$ cat config.mk
export PLATFORM = sky130hd
export DESIGN_NAME = rr_arbiter4
export DESIGN_NICKNAME = d
export VERILOG_FILES = /design/src/rtl/arb_pkg.sv /design/src/rtl/decoder_2x4.sv /design/src/rtl/rr_arbiter4.sv
export SDC_FILE = /design/constraint.sdc
export NUM_CORES = 1
export LEC_CHECK = 0
export BUFFER_PORTS_ARGS = -buffer_cell sky130_fd_sc_hd__buf_4
export CAP_MARGIN = 20
export CORE_UTILIZATION = 60
export DETAILED_ROUTE_END_ITERATION = 8
export PLACE_DENSITY = 0.82
export SETUP_SLACK_MARGIN = 0.4
export SLEW_MARGIN = 20
export SYNTH_ARGS = -nofsm -noshare
export SYNTH_HDL_FRONTEND = slang
export SYNTH_SLANG_ARGS = --single-unit
$ cat constraint.sdc
create_clock -name clk -period 6.4 [get_ports clk]
set_clock_uncertainty 0.1 [all_clocks]
set_input_delay 0.64 -clock clk [delete_from_list [all_inputs] [get_ports clk]]
set_output_delay 0.64 -clock clk [all_outputs]
set_load 0.005 [all_outputs]
$ cat src/rtl/arb_pkg.sv
// rtl/arb_pkg.sv - shared types, sizes and round-robin search for rr_arbiter4
package arb_pkg;

  typedef enum logic {
    ST_IDLE  = 1'b0,
    ST_GRANT = 1'b1
  } arb_state_e;

  localparam int NREQ = 4;
  localparam int IDW  = 2;

  // Rotate so bit 0 is the ptr requester, take the lowest set bit, rotate back.
  function automatic logic [IDW-1:0] rr_pick(input logic [NREQ-1:0] r,
                                             input logic [IDW-1:0]  p);
    logic [2*NREQ-1:0] dbl;
    logic [NREQ-1:0]   rot;
    logic [IDW-1:0]    off;
    dbl = {r, r};
    rot = dbl[p +: NREQ];
    off = '0;
    for (int i = NREQ - 1; i >= 0; i--) begin
      if (rot[i]) off = IDW'(i);
    end
    return off + p;
  endfunction

endpackage

$ cat src/rtl/decoder_2x4.sv
// rtl/decoder_2x4.sv - gate-level 2-to-4 one-hot decoder
module decoder_2x4 (
  input  logic s1,
  input  logic s0,
  output logic o0,
  output logic o1,
  output logic o2,
  output logic o3
);

  logic s1_n;
  logic s0_n;

  not u_inv1 (s1_n, s1);
  not u_inv0 (s0_n, s0);

  and u_and0 (o0, s1_n, s0_n);
  and u_and1 (o1, s1_n, s0);
  and u_and2 (o2, s1,   s0_n);
  and u_and3 (o3, s1,   s0);

endmodule

$ cat src/rtl/rr_arbiter4.sv
// rtl/rr_arbiter4.sv - four-requester round-robin arbiter with hold limit and one-hot grant
module rr_arbiter4
  import arb_pkg::*;
#(
  parameter int HOLD_MAX = 8,
  parameter int CNT_W    = 4
) (
  input  logic            clk,
  input  logic            rst,
  input  logic [NREQ-1:0] req,
  output logic [NREQ-1:0] gnt,
  output logic [IDW-1:0]  gnt_id,
  output logic            gnt_valid,
  output logic            preempt
);

  localparam logic [CNT_W-1:0] HOLD_LAST = CNT_W'(HOLD_MAX - 1);

  arb_state_e      state_q, state_d;
  logic [IDW-1:0]  ptr_q, ptr_d;
  logic [IDW-1:0]  id_q, id_d;
  logic [CNT_W-1:0] hold_q, hold_d;
  logic            pre_q, pre_d;

  logic [NREQ-1:0] own_bit;
  logic [NREQ-1:0] others;
  logic [IDW-1:0]  win_all;
  logic [IDW-1:0]  win_oth;
  logic [NREQ-1:0] dec;

  always_comb begin
    own_bit        = '0;
    own_bit[id_q]  = 1'b1;
    others         = req & ~own_bit;
    win_all        = rr_pick(req, ptr_q);
    win_oth        = rr_pick(others, ptr_q);

    state_d = state_q;
    ptr_d   = ptr_q;
    id_d    = id_q;
    hold_d  = hold_q;
    pre_d   = 1'b0;

    case (state_q)
      ST_IDLE: begin
        if (|req) begin
          state_d = ST_GRANT;
          id_d    = win_all;
          ptr_d   = win_all + IDW'(1);
          hold_d  = '0;
        end
      end
      ST_GRANT: begin
        if (!req[id_q]) begin
          // Owner released: hand straight to the next waiter, no idle gap.
          if (|others) begin
            id_d   = win_all;
            ptr_d  = win_all + IDW'(1);
            hold_d = '0;
          end else begin
            state_d = ST_IDLE;
          end
        end else if ((hold_q == HOLD_LAST) && (|others)) begin
          id_d   = win_oth;
          ptr_d  = win_oth + IDW'(1);
          hold_d = '0;
          pre_d  = 1'b1;
        end else if (hold_q != HOLD_LAST) begin
          hold_d = hold_q + CNT_W'(1);
        end
      end
      default: state_d = ST_IDLE;
    endcase
  end

  always_ff @(posedge clk) begin
    if (rst) begin
      state_q <= ST_IDLE;
      ptr_q   <= '0;
      id_q    <= '0;
      hold_q  <= '0;
      pre_q   <= 1'b0;
    end else begin
      state_q <= state_d;
      ptr_q   <= ptr_d;
      id_q    <= id_d;
      hold_q  <= hold_d;
      pre_q   <= pre_d;
    end
  end

  decoder_2x4 u_dec (
    .s1 (id_q[1]),
    .s0 (id_q[0]),
    .o0 (dec[0]),
    .o1 (dec[1]),
    .o2 (dec[2]),
    .o3 (dec[3])
  );

  assign gnt_valid = (state_q == ST_GRANT);
  assign gnt       = dec & {NREQ{gnt_valid}};
  assign gnt_id    = id_q;
  assign preempt   = pre_q;

endmodule
# Word level (Yosys, flattened, before mapping)
# Index checks and enable logic that the tools add are counted.
# word_totals
ff_bits	10
inputBits	6
out_inout_bits	8
wordCells	71
# op_classes
addsub	5
magnitude_cmp	2
n_eq_ne	6
n_shift	2
mux	33
n_bitwise	11
reduce_logical	7
# op_table
op	n
2-to-1 mux 2 bit	16
2-to-1 mux 4 bit	5
indexed part select 8 x 3 -> 4 bit	2
AND 4 bit	2
one-hot mux 2 bit (2 select lines)	2
one-hot mux 4 bit (2 select lines)	1
OR reduction 4 bit	2
2-to-1 mux 1 bit	6
AND reduction 3 bit	2
adder 2 x 1 -> 2 bit, second input constant	2
adder 2 bit	2
adder 4 x 1 -> 4 bit, second input constant	1
AND 1 bit	4
equality test 4 x 3 -> 1 bit, second input constant	1
!= test 4 x 2 -> 1 bit, second input constant	1
!= test 4 x 3 -> 1 bit, second input constant	1
inverter 1 bit	4
inverter 4 bit	1
less-than comparator 2 x 3 -> 1 bit, second input constant	1
!= test 3 x 1 -> 1 bit, second input constant	1
!= test 3 x 2 -> 1 bit, second input constant	1
OR reduction 3 bit	1
binary-select mux 1 bit (select 2 bit)	1
demux 1 bit (select 2 bit)	1
4 further kinds	5

# Logic depth before layout (Yosys ltp)
# logic_depth
depth_word	16
depth_mapped	12
mapped_depth_nobuf	11

# By module
# Synthesis repeated with hierarchy kept, for this count alone.
# unflattened
cells_unflattened	148
area_unflattened_um2	1191.1
# modules_own_cells
mod	n_inst	cells_each	area_each_um2
rr_arbiter4	1	144	1164.9
decoder_2x4	1	4	26.3

# Worst setup path before layout
# No wires, ideal clock.
# synth_timing
kind	input -> register
startpoint	input port req[1]
endpoint	register ptr_q[1]
arrival_ns	2.293
path_slack_ns	3.886
cell_stages	9
n_path_buf	1
path_cell_list	buf_2 > o21ai_0 > o2bb2ai_1 > o211ai_1 > a21oi_1 > o21ai_0 > ha_1 > xnor3_1 > o311a_1
# synth_between
elab_chain_cells	11
elab_cells_between_ends	29
# synth_lines
item	line_no	text
start, declared	rr_arbiter4.sv:10	input logic [NREQ-1:0] req,
AND 4 bit	rr_arbiter4.sv:34	others = req & ~own_bit;
indexed part select 8 x 3 -> 4 bit	arb_pkg.sv:19	rot = dbl[p +: NREQ];
2-to-1 mux 2 bit (4 in a row)	arb_pkg.sv:22	if (rot[i]) off = IDW'(i);
adder 2 bit	arb_pkg.sv:24	return off + p;
adder 2 x 1 -> 2 bit	rr_arbiter4.sv:65	ptr_d = win_oth + IDW'(1);
2-to-1 mux 2 bit	rr_arbiter4.sv:63	end else if ((hold_q == HOLD_LAST) && (|others)) begin
2-to-1 mux 2 bit	rr_arbiter4.sv:54	if (!req[id_q]) begin
one-hot mux 2 bit (2 select lines)	rr_arbiter4.sv:44	case (state_q)
end signal, assigned	rr_arbiter4.sv:85	ptr_q <= ptr_d;
end, declared	rr_arbiter4.sv:20	logic [IDW-1:0] ptr_q, ptr_d;
# Several ways; a longest one is shown, not always the timed one. The select of a mux whose other input is x is not followed.
# A chain may end at the register's enable or synchronous reset.

# Final worst setup path
# layout_timing
startpoint	register id_q[1] (netlist: gnt_id[1])
endpoint	register ptr_q[1]
# layout_between
elab_chain_cells	16
elab_cells_between_ends	24
# layout_lines
item	line_no	text
start, declared	rr_arbiter4.sv:21	logic [IDW-1:0] id_q, id_d;
start signal, assigned	rr_arbiter4.sv:86	id_q <= id_d;
less-than comparator 2 x 3 -> 1 bit (implied by the code) / >= comparator 2 x 1 -> 1 bit (equally long branches)	rr_arbiter4.sv:33	own_bit[id_q] = 1'b1;
logical AND 1 bit (implied by the code)	rr_arbiter4.sv:33	
2-to-1 mux 1 bit (implied by the code)	rr_arbiter4.sv:33	
demux 1 bit (select 2 bit)	rr_arbiter4.sv:33	
inverter 4 bit	rr_arbiter4.sv:34	
AND 4 bit	rr_arbiter4.sv:34	
indexed part select 8 x 3 -> 4 bit	arb_pkg.sv:19	
2-to-1 mux 2 bit (4 in a row)	arb_pkg.sv:22	
adder 2 bit	arb_pkg.sv:24	
adder 2 x 1 -> 2 bit	rr_arbiter4.sv:65	
2-to-1 mux 2 bit	rr_arbiter4.sv:63	
2-to-1 mux 2 bit	rr_arbiter4.sv:54	
one-hot mux 2 bit (2 select lines)	rr_arbiter4.sv:44	
# Several ways; a longest one is shown, not always the timed one. The select of a mux whose other input is x is not followed.

==> impl_metrics.ini <==
[synth]
synth_top_area_frac = 0.1670
async_flop_share = 0
synthCells = 147
syn_area_per_cell_um2 = 8.154
ys_top_cells_by_count = nand2_1 (13), nor2_1 (11), dfxtp_1 (10), nor3_1 (10), a21oi_1 (7)
synth_edf_count = 0
yosysWarnings = 0
synth-seq-cells = 10
synthesis.area_mm2 = 0.001199
synth_top_cell_by_area = dfxtp_1
synth_ff_type = dfxtp_1
synth_nets = 156
yosysSeqAreaShare = 0.1670
yosys-top-cells-area = dfxtp_1 (17%), mux2i_1 (4.2%), nor3_1 (4.2%)
yosysMostFrequentCell = nand2_1
yosysUniqueCellTypes = 59

[global_route]
antenna_found_initial = 0
grt_pass1_vias = 986
groute.usage.overall = 0.2818
grt_start_max_net_pins = 22
gr-total-overflow = 0
grt_pass1_wl_um = 4347

[placed_design]
place.gp.congestion = 0.8263
dp_slack_ns = 3.462
placedCellCount = 170
portBuffers = 13
dp_hpwl_um = 2012

[clock_network]
cts_tree = built
cts_made_buffers = 3
cts_resized = 0
path_clk_slew_ns = 0.07
root_buffer = clkbuf_4
clock_latency_ns = 0.27
cts_setup_buffers = 0
clock_sinks = 10
hold_buffers = 0
htree_levels = 1
cts.path.max_buffers = 2

[floorplanning]
start_util = 0.6653
die_x_um = 46.70
design.die.area_mm2 = 0.002180
die_h_um = 46.70
core_area_mm2 = 0.001802
pin_count = 14
rows = 15

[timing]
tightest_slew_ns = 0.7079
setup_violations = 0
final_max_slew_viol_count = 0
fin_crit_sh = 0.4629
fin_hold_ws_ns = 0.4049
finalCriticalPeriod_ns = 2.963
fin_ws_ns = 3.437
hold_violations = 0
slew_headroom = 0.5274
tns_ns = 0
fmaxAchievable_ghz = 0.3375
rsz0062_at_grt = false

[finish]
antennaDiodeCount = 0
stdcell_count = 174
layout-drive-gt1-share = 0.2349
nFillCells = 164
area_delta_synth_final_pct = 6.054
nNetsFinal = 159

[route]
wire_per_inst_um = 15.59
dr.pass1.iters = 4
ant_nets = 0
vias = 1150
drt_iter0_drc = 34
wirelength_um = 2713
drc_errors = 0
via_per_inst = 6.609

[power_and_ir_drop]
peakVddDrop_uv = 316.5
power.density_mw_per_mm2 = 443.2
internal_power_uw = 300.4
power_uw = 563.4
seqPwrFrac = 0.237
p_leak_uw = 0.0004753
clockPowerShare = 0.101
switching_share = 0.4669
combPwrFrac = 0.662
power.net_switching_uw = 263.0

[worst_setup_path]
slowest_stage = dfxtp_1
required_ns = 6.46
crit_type = flop to flop
startpoint_type = flop
crit_path_max_incr_delay_ns = 0.78
end_kind = flop
path_max_fanout = 19
cp_cell_sequence = nand2_1 > o2bb2ai_1 > o211ai_1 > a21oi_1 > o21ai_0 > ha_1 > xnor3_1 > o311a_1
crit_arrival_ns = 3.03

[outcome]
status = completed

[hold_path]
hold_path_class = flop to flop

[job]
max_cap_viol_count = 0
cells in the final DEF (no fill, tap or decap), drive strengths merged, types with 2 or more instances in the layout:
master   instances
o21ai            7
a21oi            8
a32oi            2
nand2           13
a2bb2oi          2
inv              5
buf             13
o21a             2
a211oi           3
clkbuf           4
nor2            12
and2             4
nand3            5
o22ai            3
and3             2
a31oi            3
dfxtp           10
nand2b           2
o211ai           2
nor4             3
mux2i            5
nor3            11
ha               3
xnor2            3
critical path: cells and delay by family (launching register included):
family          cells  cell delay, ns
compound gates      5            0.97
simple gates        1            0.29
xor+xnor            1            0.40
flops               1            0.78
fa+ha+maj           1            0.31
final timing paths:
kind / slack, ns / endpoint / depth (start not counted) / startpoint
max: 3.44 / ptr_q[1] / 8 / gnt_id[1]
min: 0.40 / hold_q[1] / 2 / hold_q[1]
max reg2reg: 3.44 / ptr_q[1] / 8 / gnt_id[1]
min reg2reg: 0.40 / hold_q[1] / 2 / hold_q[1]
registers in the layout, summed over array words and instances (netlist names):
signal     flops
preempt        1
ptr_q          2
gnt_id         2
hold_q         4
gnt_valid      1
final cells by class:
cell class	instances	area, µm²	share of cell area
Inverter	5	18.77	0.01476
Sequential cell	10	200.2	0.1575
Tap cell	25	31.28	0.02461
Timing Repair Buffer	13	97.59	0.07677
Multi-Input combinational cell	117	887.1	0.6978
Clock buffer	4	36.28	0.02854
logic make-up (layout without fill, tap and decap cells):
kind of cell / Yosys count / in the layout / synth area share
XOR/XNOR: 4 / 4 / 0.04071
multiplexers: 6 / 6 / 0.06054
buffers and inverters: 20 / 22 / 0.09290
flip-flops: 10 / 10 / 0.1670
adder cells (fa/ha/maj): 4 / 4 / 0.04071
AND/OR/NAND/NOR: 60 / 60 / 0.2766
AO/OA/AOI/OAI: 43 / 43 / 0.3215
metrics by stage:
stage	util	cell area (µm²)
6_report	0.7056	1271
5_1_grt	0.7056	1271
4_1_cts	0.7056	1271
3_5_place_dp	0.6854	1235
3_3_place_gp	0.6854	1235
2_1_floorplan	-	1199
power by group through the flow:
stage,logic (µW),clock network (µW),registers [µW]
2_1_floorplan,349,0,86.8
3_3_place_gp,355,0,134
3_5_place_dp,368,0,135
4_1_cts,370,57.4,133
5_1_grt,403,61.0,140
6_report,373,57.0,134
layer usage:
| layer | up-vias | routed length [µm] | track usage | share of wire |
|---|---|---|---|---|
| li1 | 560 | - | - | - |
| met1 | 545 | 1232 | 0.3726 | 0.45 |
| met2 | 41 | 1295 | 0.4556 | 0.48 |
| met3 | 4 | 163 | 0.07059 | 0.060 |
| met4 | 0 | 21 | 0.06857 | 0.0077 |
| met5 | - | 0 | 0 | 0 |
No activity file was read; power rests on OpenSTA's default activity.
